`src/rtl/seg7_scan_if.sv`:
```
`default_nettype none
// +----------------------------------------------------------------------------+
// | Module   : seg7_scan_if                                                    |
// | Purpose  : Bundle between value producers and the seven-segment scanner.   |
// |            The producer (master) drives six BCD nibbles, the decimal-point |
// |            mask and the display controls. The scanner (slave) drives the   |
// |            board pins and the frame_start pulse.                           |
// | Signals  : digits[23:0]  BCD nibbles, [3:0] = digit0 (rightmost, sel 5)    |
// |            dp_mask[5:0]  bit i lights the decimal point of digit i         |
// |            lz_en         leading-zero suppression enable                   |
// |            blank_all     force all segments and dp off                     |
// |            seg7_sel[2:0] active digit select, digit i -> sel 5-i           |
// |            seg7_out[6:0] segments abcdefg, bit6 = a, active-high           |
// |            dpt_out       decimal point, active-high                        |
// |            frame_start   one-cycle pulse when a frame snapshot is taken    |
// | Revision : 1.0  initial release                                            |
// +----------------------------------------------------------------------------+
interface seg7_scan_if;
  logic [23:0] digits;
  logic [5:0]  dp_mask;
  logic        lz_en;
  logic        blank_all;
  logic [2:0]  seg7_sel;
  logic [6:0]  seg7_out;
  logic        dpt_out;
  logic        frame_start;

  modport master (
    output digits, dp_mask, lz_en, blank_all,
    input  seg7_sel, seg7_out, dpt_out, frame_start
  );

  modport slave (
    input  digits, dp_mask, lz_en, blank_all,
    output seg7_sel, seg7_out, dpt_out, frame_start
  );
endinterface
`default_nettype wire

```
`src/rtl/seg7_scan_ctrl.sv`:
```
`default_nettype none
// +----------------------------------------------------------------------------+
// | Module   : seg7_scan_ctrl                                                  |
// | Purpose  : Time-multiplexed scan scheduler for a 6-digit seven-segment     |
// |            display. Each digit dwells 2^DIV_EXP cycles; the first          |
// |            BLANK_CYC cycles of every dwell are blanked to avoid ghosting.  |
// |            Inputs are snapshotted once per frame (entering SHOW at sel 5)  |
// |            so a frame never mixes old and new values.                      |
// | Ports    : clk            system clock                                     |
// |            reset          synchronous, active-high                         |
// |            bus (slave)    digits/dp_mask/lz_en/blank_all in,               |
// |                           seg7_sel/seg7_out/dpt_out/frame_start out        |
// | Params   : DIV_EXP   (2..24) dwell = 2^DIV_EXP cycles                      |
// |            NUM_USE   (1..6)  digits scanned, rightmost first               |
// |            BLANK_CYC (1 .. 2^DIV_EXP-1) blank cycles per dwell             |
// | Revision : 1.0  initial release                                            |
// +----------------------------------------------------------------------------+
module seg7_scan_ctrl #(
  parameter int DIV_EXP   = 17,
  parameter int NUM_USE   = 6,
  parameter int BLANK_CYC = 4
) (
  input  logic       clk,
  input  logic       reset,
  seg7_scan_if.slave bus
);

  typedef enum logic [0:0] {
    ST_BLANK = 1'b0,
    ST_SHOW  = 1'b1
  } state_e;

  localparam logic [2:0]         C_SEL_FIRST  = 3'd5;
  localparam logic [2:0]         C_SEL_LAST   = 3'(6 - NUM_USE);
  localparam logic [DIV_EXP-1:0] C_BLANK_LAST = DIV_EXP'(BLANK_CYC - 1);

  state_e               state_q,       state_d;
  logic [DIV_EXP-1:0]   div_cnt_q,     div_cnt_d;
  logic [DIV_EXP-1:0]   blank_cnt_q,   blank_cnt_d;
  logic [2:0]           sel_q,         sel_d;
  logic [23:0]          snap_digits_q, snap_digits_d;
  logic [5:0]           snap_dp_q,     snap_dp_d;
  logic                 frame_start_q, frame_start_d;

  logic                 tick;
  logic [2:0]           digit_idx;
  logic [3:0]           nibble;
  logic                 upper_zero;
  logic                 suppress;
  logic [6:0]           seg_out;
  logic                 dpt;

  function automatic logic [6:0] seg_decode(input logic [3:0] n);
    logic [6:0] s;
    case (n)
      4'd0:    s = 7'b1111110;
      4'd1:    s = 7'b0110000;
      4'd2:    s = 7'b1101101;
      4'd3:    s = 7'b1111001;
      4'd4:    s = 7'b0110011;
      4'd5:    s = 7'b1011011;
      4'd6:    s = 7'b1011111;
      4'd7:    s = 7'b1110000;
      4'd8:    s = 7'b1111111;
      4'd9:    s = 7'b1111011;
      default: s = 7'b0000000;
    endcase
    return s;
  endfunction

  // Dwell divider wraps freely; its terminal count marks the end of a dwell.
  assign tick = &div_cnt_q;

  // ---------------------------------------------------------------------------
  // State register
  // ---------------------------------------------------------------------------
  always_ff @(posedge clk) begin
    if (reset) begin
      state_q       <= ST_BLANK;
      div_cnt_q     <= '0;
      blank_cnt_q   <= '0;
      sel_q         <= C_SEL_FIRST;
      snap_digits_q <= '0;
      snap_dp_q     <= '0;
      frame_start_q <= 1'b0;
    end else begin
      state_q       <= state_d;
      div_cnt_q     <= div_cnt_d;
      blank_cnt_q   <= blank_cnt_d;
      sel_q         <= sel_d;
      snap_digits_q <= snap_digits_d;
      snap_dp_q     <= snap_dp_d;
      frame_start_q <= frame_start_d;
    end
  end

  // ---------------------------------------------------------------------------
  // Next-state logic
  // ---------------------------------------------------------------------------
  always_comb begin
    state_d       = state_q;
    div_cnt_d     = div_cnt_q + DIV_EXP'(1);
    blank_cnt_d   = blank_cnt_q;
    sel_d         = sel_q;
    snap_digits_d = snap_digits_q;
    snap_dp_d     = snap_dp_q;
    frame_start_d = 1'b0;

    case (state_q)
      ST_SHOW: begin
        if (tick) begin
          sel_d       = (sel_q == C_SEL_LAST) ? C_SEL_FIRST : sel_q - 3'd1;
          blank_cnt_d = '0;
          state_d     = ST_BLANK;
        end
      end
      default: begin
        // BLANK_CYC < dwell length, so a tick can never land here.
        if (blank_cnt_q != C_BLANK_LAST) begin
          blank_cnt_d = blank_cnt_q + DIV_EXP'(1);
        end else begin
          state_d = ST_SHOW;
          // Entering SHOW on the first digit starts a new frame: take the
          // snapshot here so the whole frame shows one consistent value.
          if (sel_q == C_SEL_FIRST) begin
            snap_digits_d = bus.digits;
            snap_dp_d     = bus.dp_mask;
            frame_start_d = 1'b1;
          end
        end
      end
    endcase
  end

  // ---------------------------------------------------------------------------
  // Output decode (combinational from registers, lz_en/blank_all live)
  // ---------------------------------------------------------------------------
  always_comb begin
    digit_idx  = C_SEL_FIRST - sel_q;
    nibble     = snap_digits_q[{digit_idx, 2'b00} +: 4];

    // A digit is a leading zero when it and every used digit to its left
    // are zero.
    upper_zero = 1'b1;
    for (int k = 0; k < NUM_USE; k++) begin
      if ((3'(k) >= digit_idx) && (snap_digits_q[4*k +: 4] != 4'd0)) begin
        upper_zero = 1'b0;
      end
    end
    suppress   = bus.lz_en && (digit_idx != 3'd0) && upper_zero;

    seg_out    = 7'b0000000;
    dpt        = 1'b0;
    if ((state_q == ST_SHOW) && !bus.blank_all) begin
      seg_out = suppress ? 7'b0000000 : seg_decode(nibble);
      dpt     = snap_dp_q[digit_idx];
    end
  end

  assign bus.seg7_sel    = sel_q;
  assign bus.seg7_out    = seg_out;
  assign bus.dpt_out     = dpt;
  assign bus.frame_start = frame_start_q;

endmodule
`default_nettype wire

```
`src/flat_wrapper.sv`:
```
// flat-port wrapper written by rule: the top's interface ports become plain ports
module seg7_scan_ctrl_flat 
#(
  parameter int DIV_EXP   = 17,
  parameter int NUM_USE   = 6,
  parameter int BLANK_CYC = 4
)
  (clk, reset, bus_digits, bus_dp_mask, bus_lz_en, bus_blank_all, bus_seg7_sel, bus_seg7_out, bus_dpt_out, bus_frame_start);
  seg7_scan_if bus_i ();
  input  logic clk;
  input  logic reset;
  input wire logic [$bits(bus_i.digits)-1:0] bus_digits;
  input wire logic [$bits(bus_i.dp_mask)-1:0] bus_dp_mask;
  input wire logic [$bits(bus_i.lz_en)-1:0] bus_lz_en;
  input wire logic [$bits(bus_i.blank_all)-1:0] bus_blank_all;
  output wire logic [$bits(bus_i.seg7_sel)-1:0] bus_seg7_sel;
  output wire logic [$bits(bus_i.seg7_out)-1:0] bus_seg7_out;
  output wire logic [$bits(bus_i.dpt_out)-1:0] bus_dpt_out;
  output wire logic [$bits(bus_i.frame_start)-1:0] bus_frame_start;
  assign bus_i.digits = bus_digits;
  assign bus_i.dp_mask = bus_dp_mask;
  assign bus_i.lz_en = bus_lz_en;
  assign bus_i.blank_all = bus_blank_all;
  assign bus_seg7_sel = bus_i.seg7_sel;
  assign bus_seg7_out = bus_i.seg7_out;
  assign bus_dpt_out = bus_i.dpt_out;
  assign bus_frame_start = bus_i.frame_start;
  seg7_scan_ctrl #(.DIV_EXP(DIV_EXP), .NUM_USE(NUM_USE), .BLANK_CYC(BLANK_CYC)) u_core (.clk(clk), .reset(reset), .bus(bus_i));
endmodule
```
`config.mk`:
```
export PLATFORM = sky130hd
export DESIGN_NAME = seg7_scan_ctrl_flat
export DESIGN_NICKNAME = d
export VERILOG_FILES = /design/src/rtl/seg7_scan_if.sv /design/src/rtl/seg7_scan_ctrl.sv /design/src/flat_wrapper.sv
export SDC_FILE = /design/constraint.sdc
export NUM_CORES = 1
export LEC_CHECK = 0
export CORE_ASPECT_RATIO = 0.7
export CORE_UTILIZATION = 40
export CTS_BUF_LIST = sky130_fd_sc_hd__clkbuf_8
export DETAILED_ROUTE_END_ITERATION = 12
export PLACE_DENSITY = 0.72
export SLEW_MARGIN = 5
export SYNTH_ARGS = -nofsm -noshare
export SYNTH_HDL_FRONTEND = slang
export SYNTH_SLANG_ARGS = --single-unit
```
`constraint.sdc`:
```
create_clock -name clk -period 4.69 [get_ports clk]
set_input_delay 1.407 -clock clk [delete_from_list [all_inputs] [get_ports clk]]
set_output_delay 1.407 -clock clk [all_outputs]
set_load 0.05 [all_outputs]
```
==> Yosys cells after proc, flatten, opt, wreduce, memory -nomap -nowiden <==
Memory sizes are Yosys's and may differ from the RTL's.
Cells that the tools add are included.
{ "totals": {"in_bits": 34, "ff_bits": 69, "romBits": 112, "out_inout_bits": 12, "wordCells": 68, "ramBits": 0, "mem_count": 1, "latch_bits": 0} }
{ "op_classes": {"reduce_logical": 24, "mul": 0, "n_bitwise": 2, "n_div": 0, "order_cmp": 7, "n_eq_ne": 3, "addsub": 4, "mux": 19, "shifts": 1} }
{ "mem_list": {"columns": ["memory", "depth", "width", "rd", "rd_ports_with_merged_regs", "wr", "line_no", "rtl"], "rows": [
  ["(name not given)", 16, 7, 1, 0, 0, "seg7_scan_ctrl.sv:55", "case (n)"]
]} }
{ "op_table": {"columns": ["operator", "n"], "rows": [
  ["$mux W17", 3],
  ["$add A17 B1 Y17 const B", 2],
  ["$reduce_bool A4 Y1", 6],
  ["$shiftx A24 B6 Y4", 1],
  ["$reduce_and A18 Y1", 1],
  ["$ne A17 B2 Y1 const B", 1],
  ["$reduce_and A17 Y1", 1],
  ["$mux W7", 2],
  ["$mux W1", 12],
  ["$logic_and A1 B1 Y1", 9],
  ["$ge A1 B3 Y1 const A", 2],
  ["$ge A2 B3 Y1 const A", 2],
  ["$ge A3 B3 Y1 const A", 2],
  ["$lt A3 B4 Y1 const B", 1],
  ["$bmux W1 S3", 1],
  ["$eq A3 B3 Y1 const B", 1],
  ["$logic_not A3 Y1", 1],
  ["$mux W3", 1],
  ["$reduce_and A3 Y1", 1],
  ["$reduce_bool A3 Y1", 1],
  ["$reduce_or A3 Y1", 1],
  ["$sub A3 B1 Y3 const B", 1],
  ["$sub A3 B3 Y3 const A", 1],
  ["$ne A2 B2 Y1 const B", 1],
  ["4 further kinds", 5]
]} }

==> Depth between registers and ports, before layout <==
Gate-level depths: netlist of run 1.
{ "depth": {"ltp_word": 12, "depth_mapped": 13, "depth_no_buf": 11} }

==> Least setup slack after synthesis of run 1 <==
Ideal clock, no wire load.
{ "synth_timing": {"path_type": "reg-to-output", "startpoint": "register u_core.sel_q[1], in the netlist u_core.bus.seg7_sel[1]", "endpoint": "output bus_seg7_out[2]", "arrival_time_ps": 3812, "path_buffers": 1, "t_required_ps": 3283, "path_stages_with_launch": 10, "slack_ps": -529, "path_cell_list": "dfxtp_1 -> clkbuf_1 -> inv_1 -> ha_1 -> mux4_2 -> o2bb2ai_1 -> inv_1 -> ha_1 -> nand2b_1 -> a311oi_1"} }
{ "synth_via": {"elab_chain_cells": 12, "word_cells_on_any_way": 26, "classes_between": "add/sub: 1; order compare: 6; shift: 1; mux: 8; reduce/logical: 9; memory: 1"} }
{ "synth_lines": {"columns": ["item", "line_no", "rtl"], "rows": [
  ["start: declaration", "seg7_scan_ctrl.sv:40", "logic [2:0] sel_q, sel_d;"],
  ["start signal: assignment", "seg7_scan_ctrl.sv:90", "sel_q <= sel_d;"],
  ["$sub A3 B3 Y3 *", "seg7_scan_ctrl.sv:139", "digit_idx = C_SEL_FIRST - sel_q;"],
  ["$ge A1 B3 Y1", "seg7_scan_ctrl.sv:146", "if ((3'(k) >= digit_idx) && (snap_digits_q[4*k +: 4] != 4'd0)) begin"],
  ["$logic_and A1 B1 Y1", "seg7_scan_ctrl.sv:146", null],
  ["$mux W1 (6 in a row)", "seg7_scan_ctrl.sv:146", null],
  ["$logic_and A1 B1 Y1", "seg7_scan_ctrl.sv:150", "suppress = bus.lz_en && (digit_idx != 3'd0) && upper_zero;"],
  ["$mux W7 *", "seg7_scan_ctrl.sv:155", "seg_out = suppress ? 7'b0000000 : seg_decode(nibble);"],
  ["$mux W7 *", "seg7_scan_ctrl.sv:154", "if ((state_q == ST_SHOW) && !bus.blank_all) begin"],
  ["end: declaration", "flat_wrapper.sv:17", "output wire logic [$bits(bus_i.seg7_out)-1:0] bus_seg7_out;"]
]} }
Every way passes the cells marked *; elsewhere a longest branch is shown, timed or not.

==> Worst setup path after layout of run 1 <==
{ "layout_timing": {"startpoint": "register u_core.sel_q[2], in the netlist u_core.bus.seg7_sel[2]", "endpoint": "output bus_seg7_out[0]"} }
The elaborated chain is that of the path after synthesis.

==> impl_summary.log, run 1 <==
INFO  metric most_instantiated_flip_flop_cell_in_the_synthesis_netlist = dfxtp_1
INFO  metric layout-area-overhead-vs-synth = 23.90%
INFO  metric finalMaxSlewViolations = 0
INFO  metric grt_usage = 18.68%
INFO  metric post-route-min-period = 4.451 ns
INFO  metric crit_slowest_cell = mux4_2
INFO  metric max_slew_margin = 62.12%
INFO  metric path_clk_slew = 0.08 ns
INFO  metric final_antenna_net_count = 0
INFO  metric crit_type = register to output port
INFO  metric first_pass_iters = 7
INFO  metric placement.io_buffers = 45
INFO  metric grt_antenna_before_repair = 0
INFO  metric critPathMostFrequentCell = a21oi_2
INFO  metric worst_setup_path_start_kind = register
INFO  metric dp.final_hpwl = 5.980 mm
INFO  metric cts_inserted_buffers = 9
INFO  metric rsz0062_at_grt = false
INFO  metric crit_fanout = 13
INFO  metric num_rows = 28
INFO  metric fin_worst_skew = 0.01452 ns
INFO  metric grt_overflow_total = 0
INFO  metric drt_first_iter_violations = 153
INFO  metric worst_ep_arrival_time = 3.04 ns
INFO  metric insertedDiodeCount = 0
INFO  metric cts.sink_count = 69
INFO  metric async_flop_share = 0%
INFO  metric synthDistinctLibCells = 62
INFO  metric synth_edf_count = 0
INFO  metric design.final.nets = 512
INFO  metric postPlaceCellArea = 4192 µm²
INFO  metric die_width = 114.9 µm
INFO  metric irDropWorstVdd = 0.1580 mV
INFO  metric buffer_levels_on_the_longest_clock_path = 2
INFO  metric max_cap_violations = 0
INFO  metric timing.fmax = 0.2247 GHz
INFO  metric outcome = finished, final reports clean
INFO  metric floorplan.die_area = 9312 µm²
INFO  metric post_synth.cell_area_avg = 8.439 µm²
INFO  metric setup_violations = 0
INFO  metric final_design_area_no_fill = 4423 µm²
INFO  metric hold_buffers = 0
INFO  metric worst-endpoint-required = 3.28 ns
INFO  metric cts_max_level = 3
INFO  metric timing.critical_path.cells = inv_1, ha_4, mux4_2, o2bb2ai_1, ha_1, a21oi_1, a21oi_2, a211o_1, a21oi_2, buf_12
INFO  metric post-synth-top-area-fraction = 38.70%
INFO  metric routability_congestion_estimate_from_global_placement = 0.9249
INFO  metric detail_route.vias_per_cell = 5.255
INFO  metric power.total = 0.001549 W
INFO  metric netlist_top_cells_area = dfxtp_1 (39%), nand2_1 (8.3%), a21oi_1 (6.3%), ha_1 (4.9%), xor2_1 (4.9%)
INFO  metric hold_class = register to register
INFO  metric power.leakage = 1.744 nW
INFO  metric via_count_of_the_first_global_routing_pass = 2837
INFO  metric netlist_area = 3570 µm²
INFO  metric height_of_the_chip = 81.04 µm
INFO  metric power_per_cell_area = 350.2 nW/µm²
INFO  metric tightestPinTransition = 0.5682 ns
INFO  metric route.final.wire_length = 8.407 mm
INFO  metric synth.largest_area_cell = dfxtp_1
INFO  metric synth.most_common_cell = nand2_1
INFO  metric end_kind = output port
INFO  metric ys_warn_count = 0
INFO  metric avgRoutedWirePerCell = 14.30 µm
INFO  metric synth.yosys.seq_area_share = 38.70%
INFO  metric synth_common_cells = nand2_1 (79), dfxtp_1 (69), a21oi_1 (45)
INFO  metric ios = 46
INFO  metric post-route-drc-count = 0
INFO  metric cts_tree = built
INFO  metric report.final.hold_viol_count = 0
INFO  metric core_region_area = 8548 µm²
INFO  metric synthesis.instances = 423
INFO  metric worst_path_largest_cell_delay = 0.51 ns
INFO  metric flop_and_latch_count_out_of_synthesis = 69
INFO  metric syn_nets = 471
INFO  metric cts_root_buffer = clkbuf_8
INFO  metric start_util = 41.76%
INFO  metric wire_length_of_the_first_global_routing_pass = 13.24 mm
INFO  metric pin_count_of_the_biggest_net_entering_global_routing = 57
INFO  metric timing.final.crit_share = 94.89%
INFO  metric post_route_cells_drive_above_1_share = 11.97%
INFO  metric clkLatencyLatePin = 0.35 ns
INFO  metric vias = 3090
==> registers in the layout, indices dropped and copies added (netlist names) <==
name,cells
u_core.snap_digits_q,24
u_core.div_cnt_q,17
u_core.blank_cnt_q,17
u_core.bus.seg7_sel,3
u_core.snap_dp_q,6
u_core.state_q,1
u_core.bus.frame_start,1
==> report_power, final <==
part           internal [W]  switching, W
Clock              0.000308      0.000215
Combinational      0.000157      0.000196
Sequential         0.000630     0.0000424
Total               0.00110      0.000454
==> layer usage <==
| layer | wire length [µm] | vias up | track usage [%] |
|---|---|---|---|
| met3 | 694 | 8 | 4.851 |
| li1 | - | 1540 | - |
| met1 | 4084 | 1428 | 25.48 |
| met5 | 0 | - | 0 |
| met2 | 3561 | 114 | 28.13 |
| met4 | 66 | 0 | 7.403 |
==> cell type report <==
cell class              instances  area [µm²]
fillers                       824        4125
multi-input cells             323        2097
flip-flops and latches         69        1383
repair buffers                 50       538.0
well taps                     120       150.1
clock buffers                  10       137.6
clock inverters                 5       76.32
inverters                      11       41.29
==> layout by cell type (no fill, tap or decap), types with 3 or more instances in the layout <==
master and n:
a21oi_1 40, a21oi_2 6, and3_1 4, and4_1 6, buf_12 6, buf_4 7
clkbuf_8 10, clkdlybuf4s50_1 36, dfxtp_1 68, ha_1 13, inv_1 12, mux2_1 4
mux2i_1 5, mux4_2 3, nand2_1 79, nand2b_1 5, nand3_1 12, nand4_1 6
nor2_1 40, nor2b_1 9, nor3_1 7, nor4_1 4, o21ai_0 7, or3_1 3
xnor2_1 7, xor2_1 20
==> final timing paths <==
path	cells past startpoint	startpoint	slack, ns	end
max	10	u_core.bus.seg7_sel[2]	0.24	bus_seg7_out[0]
min	2	u_core.snap_dp_q[2]	0.45	u_core.snap_dp_q[2]
max reg2reg	9	u_core.div_cnt_q[0]	2.34	u_core.blank_cnt_q[15]
min reg2reg	2	u_core.snap_dp_q[2]	0.45	u_core.snap_dp_q[2]
==> worst max-delay path, delay by kind of cell, from the launching register on <==
kind | cells | cell delay, ns
muxes | 1 | 0.51
buffers and inverters | 2 | 0.32
AOI/OAI and AO/OA | 5 | 0.82
DFF | 1 | 0.43
adders and majority gates | 2 | 0.61
==> cell families (layout without fill, tap and decap cells) <==
| group | after synthesis | count (layout) | share of synthesized area [%] |
|---|---|---|---|
| flip-flops | 69 | 69 | 38.70 |
| adder cells (fa/ha/maj) | 14 | 14 | 4.907 |
| AO/OA/AOI/OAI | 76 | 76 | 13.85 |
| buffers and inverters | 31 | 76 | 4.346 |
| multiplexers | 14 | 14 | 5.187 |
| XOR/XNOR | 27 | 27 | 6.625 |
| AND/OR/NAND/NOR | 192 | 192 | 26.39 |
==> per-stage QoR <==
| step | hold WS, ns | util [%] | TNS [ns] | std cells | setup WS [ns] |
|---|---|---|---|---|---|
| after floorplan | 0.4284 | - | -0.1557 | 423 | -0.08138 |
| after CTS | 0.4557 | 51.54 | 0 | 588 | 0.04342 |
| after global placement | 0.4394 | 49.03 | 0 | 573 | 0.4555 |
| after detailed placement | 0.4447 | 49.03 | 0 | 573 | 0.4472 |
| after global routing | 0.4741 | 51.74 | 0 | 588 | 0.08760 |
| final | 0.4518 | 51.74 | 0 | 588 | 0.2394 |
==> repair_timing <==
item                                    4_1_cts  5_1_grt
endpoints found under the setup margin        0        5
buffers inserted                              0        0
gates resized for setup                       0        4
(Power assumes the default switching activity.)
==> run 2: changes to the inputs <==
Settings changed: ABC_CLOCK_PERIOD_IN_PS set to 4170.
Clock period 4.69 ns to 4.17 ns, I/O delays scaled along.
==> impl_summary.log, run 2 (same netlist as run 1, synthesis figures left out) <==
INFO  metric outcome = finished, final reports clean
INFO  metric post_route_cells_drive_above_1_share = 14.53%
INFO  metric timing.hold.worst_endpoint = u_core.snap_dp_q[0]
INFO  metric power_frac_seq = 39.7%
INFO  metric power.leakage = 1.780 nW
INFO  metric holdCritStartpoint = u_core.snap_dp_q[0]
INFO  metric via_count_of_the_first_global_routing_pass = 2855
INFO  metric end_kind = output port
INFO  metric hold_buffers = 0
INFO  metric cts_inserted_buffers = 9
INFO  metric max_cap_violations = 0
INFO  metric placement.io_buffers = 45
INFO  metric buffer_levels_on_the_longest_clock_path = 2
INFO  metric crit_fanout = 6
INFO  metric cts.sink_count = 69
INFO  metric final_antenna_net_count = 0
INFO  metric switchingPower = 0.0005508 W
INFO  metric worst_setup_path_start_kind = register
INFO  metric grt_usage = 19.59%
INFO  metric wire_length_of_the_first_global_routing_pass = 13.94 mm
INFO  metric layout_commonest_cell = nand2_1
INFO  metric die_width = 114.9 µm
INFO  metric regToRegStartpoint = u_core.div_cnt_q[0]
INFO  metric route.final.wire_length = 8.676 mm
INFO  metric met3_length = 714 µm
INFO  metric drt_first_iter_violations = 332
INFO  metric crit_type = register to output port
INFO  metric top_regs = u_core.snap_digits_q: 24 flops, u_core.blank_cnt_q: 17 flops, u_core.div_cnt_q: 17 flops
INFO  metric power_switching_share = 28.91%
INFO  metric max_slew_margin = 62.31%
INFO  metric clkLatencyLatePin = 0.35 ns
INFO  metric pwr-share-comb = 22.1%
INFO  metric worst-r2r-setup-slack = 1.80 ns
INFO  metric floorplan.die_area = 9312 µm²
INFO  metric grt_overflow_total = 0
INFO  metric pin_count_of_the_biggest_net_entering_global_routing = 57
INFO  metric irDropWorstVdd = 0.2093 mV
INFO  metric cell_internal_pwr = 0.001354 W
INFO  metric post-route-util = 53.60%
INFO  metric hold_class = register to register
INFO  metric timing.final.crit_share = 97.52%
INFO  metric power.total = 0.001905 W
INFO  metric tightestPinTransition = 0.5653 ns
INFO  metric worst_ep_arrival_time = 2.82 ns
INFO  metric core_region_area = 8548 µm²
INFO  metric layout-area-overhead-vs-synth = 28.36%
INFO  metric routability_congestion_estimate_from_global_placement = 0.9137
INFO  metric reg2reg_depth = 9
INFO  metric dp.final_hpwl = 6.201 mm
INFO  metric height_of_the_chip = 81.04 µm
INFO  metric routedLengthMet1 = 4.216 mm
INFO  metric num_rows = 28
INFO  metric avgRoutedWirePerCell = 14.58 µm
INFO  metric max_flop_register = u_core.snap_digits_q
INFO  metric dr_wl_met2 = 3.599 mm
INFO  metric timing.fmax = 0.2459 GHz
INFO  metric post-route-drc-count = 0
INFO  metric ios = 46
INFO  metric post-route-min-period = 4.066 ns
INFO  metric p_clk_share = 38.1%
INFO  metric report.final.hold_viol_count = 0
INFO  metric cts_root_buffer = clkbuf_8
INFO  metric detail_route.vias_per_cell = 5.284
INFO  metric cts_max_level = 3
INFO  metric start_util = 41.76%
INFO  metric worst-endpoint-required = 2.92 ns
INFO  metric layout_common_cells = nand2_1 (79), dfxtp_1 (67), nor2_1 (40)
INFO  metric dr_top_layer = met4
INFO  metric largest_reg_flops = 24
INFO  metric setup_violations = 0
INFO  metric holdPathStages = 2
INFO  metric insertedDiodeCount = 0
INFO  metric vias = 3144
INFO  metric fin_worst_skew = 0.01122 ns
INFO  metric power_per_cell_area = 415.8 nW/µm²
INFO  metric finalMaxSlewViolations = 0
INFO  metric cts_tree = built
INFO  metric design.final.nets = 518
INFO  metric grt_antenna_before_repair = 0
INFO  metric r2r-end = u_core.blank_cnt_q[13]
INFO  metric path_clk_slew = 0.08 ns
INFO  metric first_pass_iters = 5
-- run 2: what timing repair did --
| item | CTS | global route |
|---|---|---|
| resized for setup | 4 | 5 |
| setup buffers | 1 | 3 |
| pin swaps | 0 | 2 |
| setup endpoints to repair | 7 | 5 |
| hold endpoints to repair | 0 | 0 |
-- run 2: worst max-delay path by stage --
| stage | from | endpoint | slack [ns] |
|---|---|---|---|
| after floorplan | u_core.bus.seg7_sel[1] | bus_seg7_out[4] | -0.03 |
| after global placement | bus_lz_en | bus_seg7_out[4] | 0.22 |
| after detailed placement | bus_lz_en | bus_seg7_out[4] | 0.18 |
| after CTS | u_core.bus.seg7_sel[2] | bus_seg7_out[0] | 0.02 |
| after global routing | u_core.bus.seg7_sel[2] | bus_seg7_out[0] | -0.02 |
| final | u_core.bus.seg7_sel[1] | bus_seg7_out[4] | 0.10 |
-- run 2: per-layer routing --
| metal | track usage (%) | vias up |
|---|---|---|
| met5 | 0 | - |
| met4 | 7.013 | 0 |
| met3 | 6.791 | 17 |
| met2 | 27.83 | 123 |
| met1 | 27.24 | 1448 |
| li1 | - | 1556 |
-- run 2: area by class of cell --
cell class / count / area [µm²]
clock buffer: 9 / 123.9
clock inverter: 7 / 146.4
fill: 790 / 3966
inverter: 11 / 41.29
multi-input combinational: 323 / 2136
sequential: 69 / 1389
tap: 120 / 150.1
timing repair buffer: 56 / 595.6
-- run 2: stage by stage --
step / instance area [µm²] / TNS (ns) / instances / worst slack [ns] / hold slack (ns)
floorplan: 3641 / -0.03126 / 423 / -0.02681 / 0.4284
global placement: 4250 / 0 / 575 / 0.2157 / 0.4416
detailed placement: 4250 / 0 / 575 / 0.1836 / 0.4436
CTS: 4544 / 0 / 592 / 0.01966 / 0.4548
global route: 4582 / -0.01536 / 595 / -0.01536 / 0.4837
finish: 4582 / 0 / 595 / 0.1036 / 0.4525
-- run 2: worst max-delay path: stages, from the launching register on --
cell       delay (ns)
dfxtp_4          0.35
inv_1            0.07
buf_4            0.18
ha_1             0.25
o21ai_1          0.14
o2111ai_1        0.15
a2111oi_2        0.59
a21o_1           0.45
a311oi_2         0.10
buf_12           0.18
-- run 2: power by group through the flow --
stage / sequential (W) / clock (W) / combinational (W)
after global placement: 0.000768 / 0 / 0.000397
after detailed placement: 0.000770 / 0 / 0.000407
after floorplan: 0.000756 / 0 / 0.000291
after global routing: 0.000762 / 0.000776 / 0.000455
after CTS: 0.000754 / 0.000741 / 0.000409
final: 0.000757 / 0.000727 / 0.000421
==> run 3: changes to the inputs <==
Settings changed: GPL_ROUTABILITY_DRIVEN set to 0, SLEW_MARGIN 5 to 20.
==> impl_summary.log, run 3 (same netlist as run 1, synthesis figures left out) <==
INFO  metric outcome = finished, final reports clean
INFO  metric path_clk_slew = 0.08 ns
INFO  metric insertedDiodeCount = 0
INFO  metric detail_route.vias_per_cell = 5.190
INFO  metric timing.final.crit_share = 97.17%
INFO  metric max_flop_register = u_core.snap_digits_q
INFO  metric r2r-end = u_core.blank_cnt_q[15]
INFO  metric postPlaceCellArea = 4250 µm²
INFO  metric num_rows = 28
INFO  metric route.final.wire_length = 8.576 mm
INFO  metric post_route_cells_drive_above_1_share = 14.35%
INFO  metric max_cap_violations = 0
INFO  metric floorplan.die_area = 9312 µm²
INFO  metric regToRegStartpoint = u_core.div_cnt_q[0]
INFO  metric cts_tree = built
INFO  metric hold_buffers = 0
INFO  metric first_pass_iters = 5
INFO  metric grt_overflow_total = 0
INFO  metric cts.sink_count = 69
INFO  metric grt_use_met3 = 5.373%
INFO  metric power.total = 0.001714 W
INFO  metric via_count_of_the_first_global_routing_pass = 2866
INFO  metric crit_type = register to output port
INFO  metric worst-endpoint-required = 2.92 ns
INFO  metric worst-r2r-setup-slack = 1.79 ns
INFO  metric placement.io_buffers = 45
INFO  metric timing.critical_path.cells = inv_2, ha_4, mux4_2, o2bb2ai_1, ha_1, a21oi_1, a21oi_2, a211o_1, a21oi_4, buf_12
INFO  metric met1_usage = 27.46%
INFO  metric final_antenna_net_count = 0
INFO  metric layout_commonest_cell = nand2_1
INFO  metric finalMaxSlewViolations = 0
INFO  metric drt_first_iter_violations = 289
INFO  metric grt_use_met2 = 26.51%
INFO  metric grt_usage = 19.04%
INFO  metric worst_path_largest_cell_delay = 0.49 ns
INFO  metric setup_violations = 0
INFO  metric end_kind = output port
INFO  metric largest_reg_flops = 24
INFO  metric clkLatencyLatePin = 0.34 ns
INFO  metric crit_slowest_cell = mux4_2
INFO  metric top_regs = u_core.snap_digits_q: 24 flops, u_core.blank_cnt_q: 17 flops, u_core.div_cnt_q: 17 flops
INFO  metric post-place-cells = 575
INFO  metric globalRoute.busiestLayer = met1
INFO  metric die_width = 114.9 µm
INFO  metric dp.final_hpwl = 6.051 mm
INFO  metric avgRoutedWirePerCell = 14.44 µm
INFO  metric vias = 3083
INFO  metric pin_count_of_the_biggest_net_entering_global_routing = 57
INFO  metric height_of_the_chip = 81.04 µm
INFO  metric count_of_non_filler_cells_in_the_finished_layout = 594
INFO  metric crit_fanout = 6
INFO  metric worstSetupEndpoint = bus_seg7_out[0]
INFO  metric layout-area-overhead-vs-synth = 25.87%
INFO  metric final_design_area_no_fill = 4493 µm²
INFO  metric power_per_cell_area = 381.5 nW/µm²
INFO  metric fin_worst_skew = 0.009414 ns
INFO  metric tightestPinTransition = 0.5449 ns
INFO  metric report.final.hold_viol_count = 0
INFO  metric layout_common_cells = nand2_1 (79), dfxtp_1 (66), nor2_1 (40), a21oi_1 (40), clkdlybuf4s50_1 (36)
INFO  metric worst_ep_arrival_time = 2.80 ns
INFO  metric core_region_area = 8548 µm²
INFO  metric design.final.nets = 517
INFO  metric buffer_levels_on_the_longest_clock_path = 2
INFO  metric post-route-min-period = 4.052 ns
INFO  metric hold_class = register to register
INFO  metric filler_cell_count_in_the_final_layout = 795
INFO  metric power.leakage = 1.762 nW
INFO  metric cts_max_level = 3
INFO  metric irDropWorstVdd = 0.1532 mV
INFO  metric worst_setup_path_start_kind = register
INFO  metric timing.hold.ws = 0.4552 ns
INFO  metric crit_path_start = u_core.bus.seg7_sel[2]
INFO  metric max_slew_margin = 62.73%
INFO  metric ios = 46
INFO  metric reg2reg_depth = 9
INFO  metric timing.fmax = 0.2468 GHz
INFO  metric wire_length_of_the_first_global_routing_pass = 13.83 mm
INFO  metric start_util = 41.76%
INFO  metric cts_inserted_buffers = 9
INFO  metric cts_root_buffer = clkbuf_8
INFO  metric grt_antenna_before_repair = 0
INFO  metric post-route-drc-count = 0
## run 3: report_power, final
part	switching, W	internal (W)
sequential	0.0000477	0.000707
combinational	0.000235	0.000183
clock	0.000263	0.000279
total	0.000545	0.00117
## run 3: timing repair
item	CTS	global route
resized for setup	4	5
setup buffers	1	2
endpoints found under the setup margin	7	6
## run 3: layout make-up
class | instances | area [µm²] | share of cell area (%)
multi-input cells | 323 | 2125 | 47.28
flip-flops and latches | 69 | 1390 | 30.94
repair buffers | 55 | 588.1 | 13.09
well taps | 120 | 150.1 | 3.342
clock buffers | 9 | 123.9 | 2.757
clock inverters | 7 | 75.07 | 1.671
inverters | 11 | 41.29 | 0.9190
## run 3: how the worst min path moves through the flow
stage                     slack [ns]  depth (start not counted)             endpoint           startpoint
after floorplan                 0.43                          2  u_core.snap_dp_q[4]  u_core.snap_dp_q[4]
after global placement          0.44                          2  u_core.snap_dp_q[5]  u_core.snap_dp_q[5]
after detailed placement        0.44                          2  u_core.snap_dp_q[0]  u_core.snap_dp_q[0]
after CTS                       0.46                          2  u_core.snap_dp_q[0]  u_core.snap_dp_q[0]
after global routing            0.48                          2  u_core.snap_dp_q[5]  u_core.snap_dp_q[5]
final                           0.46                          2  u_core.snap_dp_q[0]  u_core.snap_dp_q[0]
## run 3: per-stage QoR
stage	TNS (ns)	utilization (%)	setup slack (ns)
floorplan	-0.03126	-	-0.02681
global placement	0	49.72	0.2227
detailed placement	0	49.72	0.1477
CTS	0	52.33	0.05293
global route	-0.03675	52.56	-0.03675
finish	0	52.56	0.1182
## run 3: per-layer routing
| layer | wire (µm) | vias up |
|---|---|---|
| met1 | 4196 | 1394 |
| li1 | - | 1550 |
| met5 | 0 | - |
| met3 | 779 | 15 |
| met2 | 3462 | 124 |
| met4 | 137 | 0 |
## run 3: worst max-delay path: cells and delay by family (launching register included)
family          cells  cell delay (ns)
compound gates      5             0.83
fa+ha+maj           2             0.53
buf+inv             2             0.22
flops               1             0.38
mux                 1             0.49
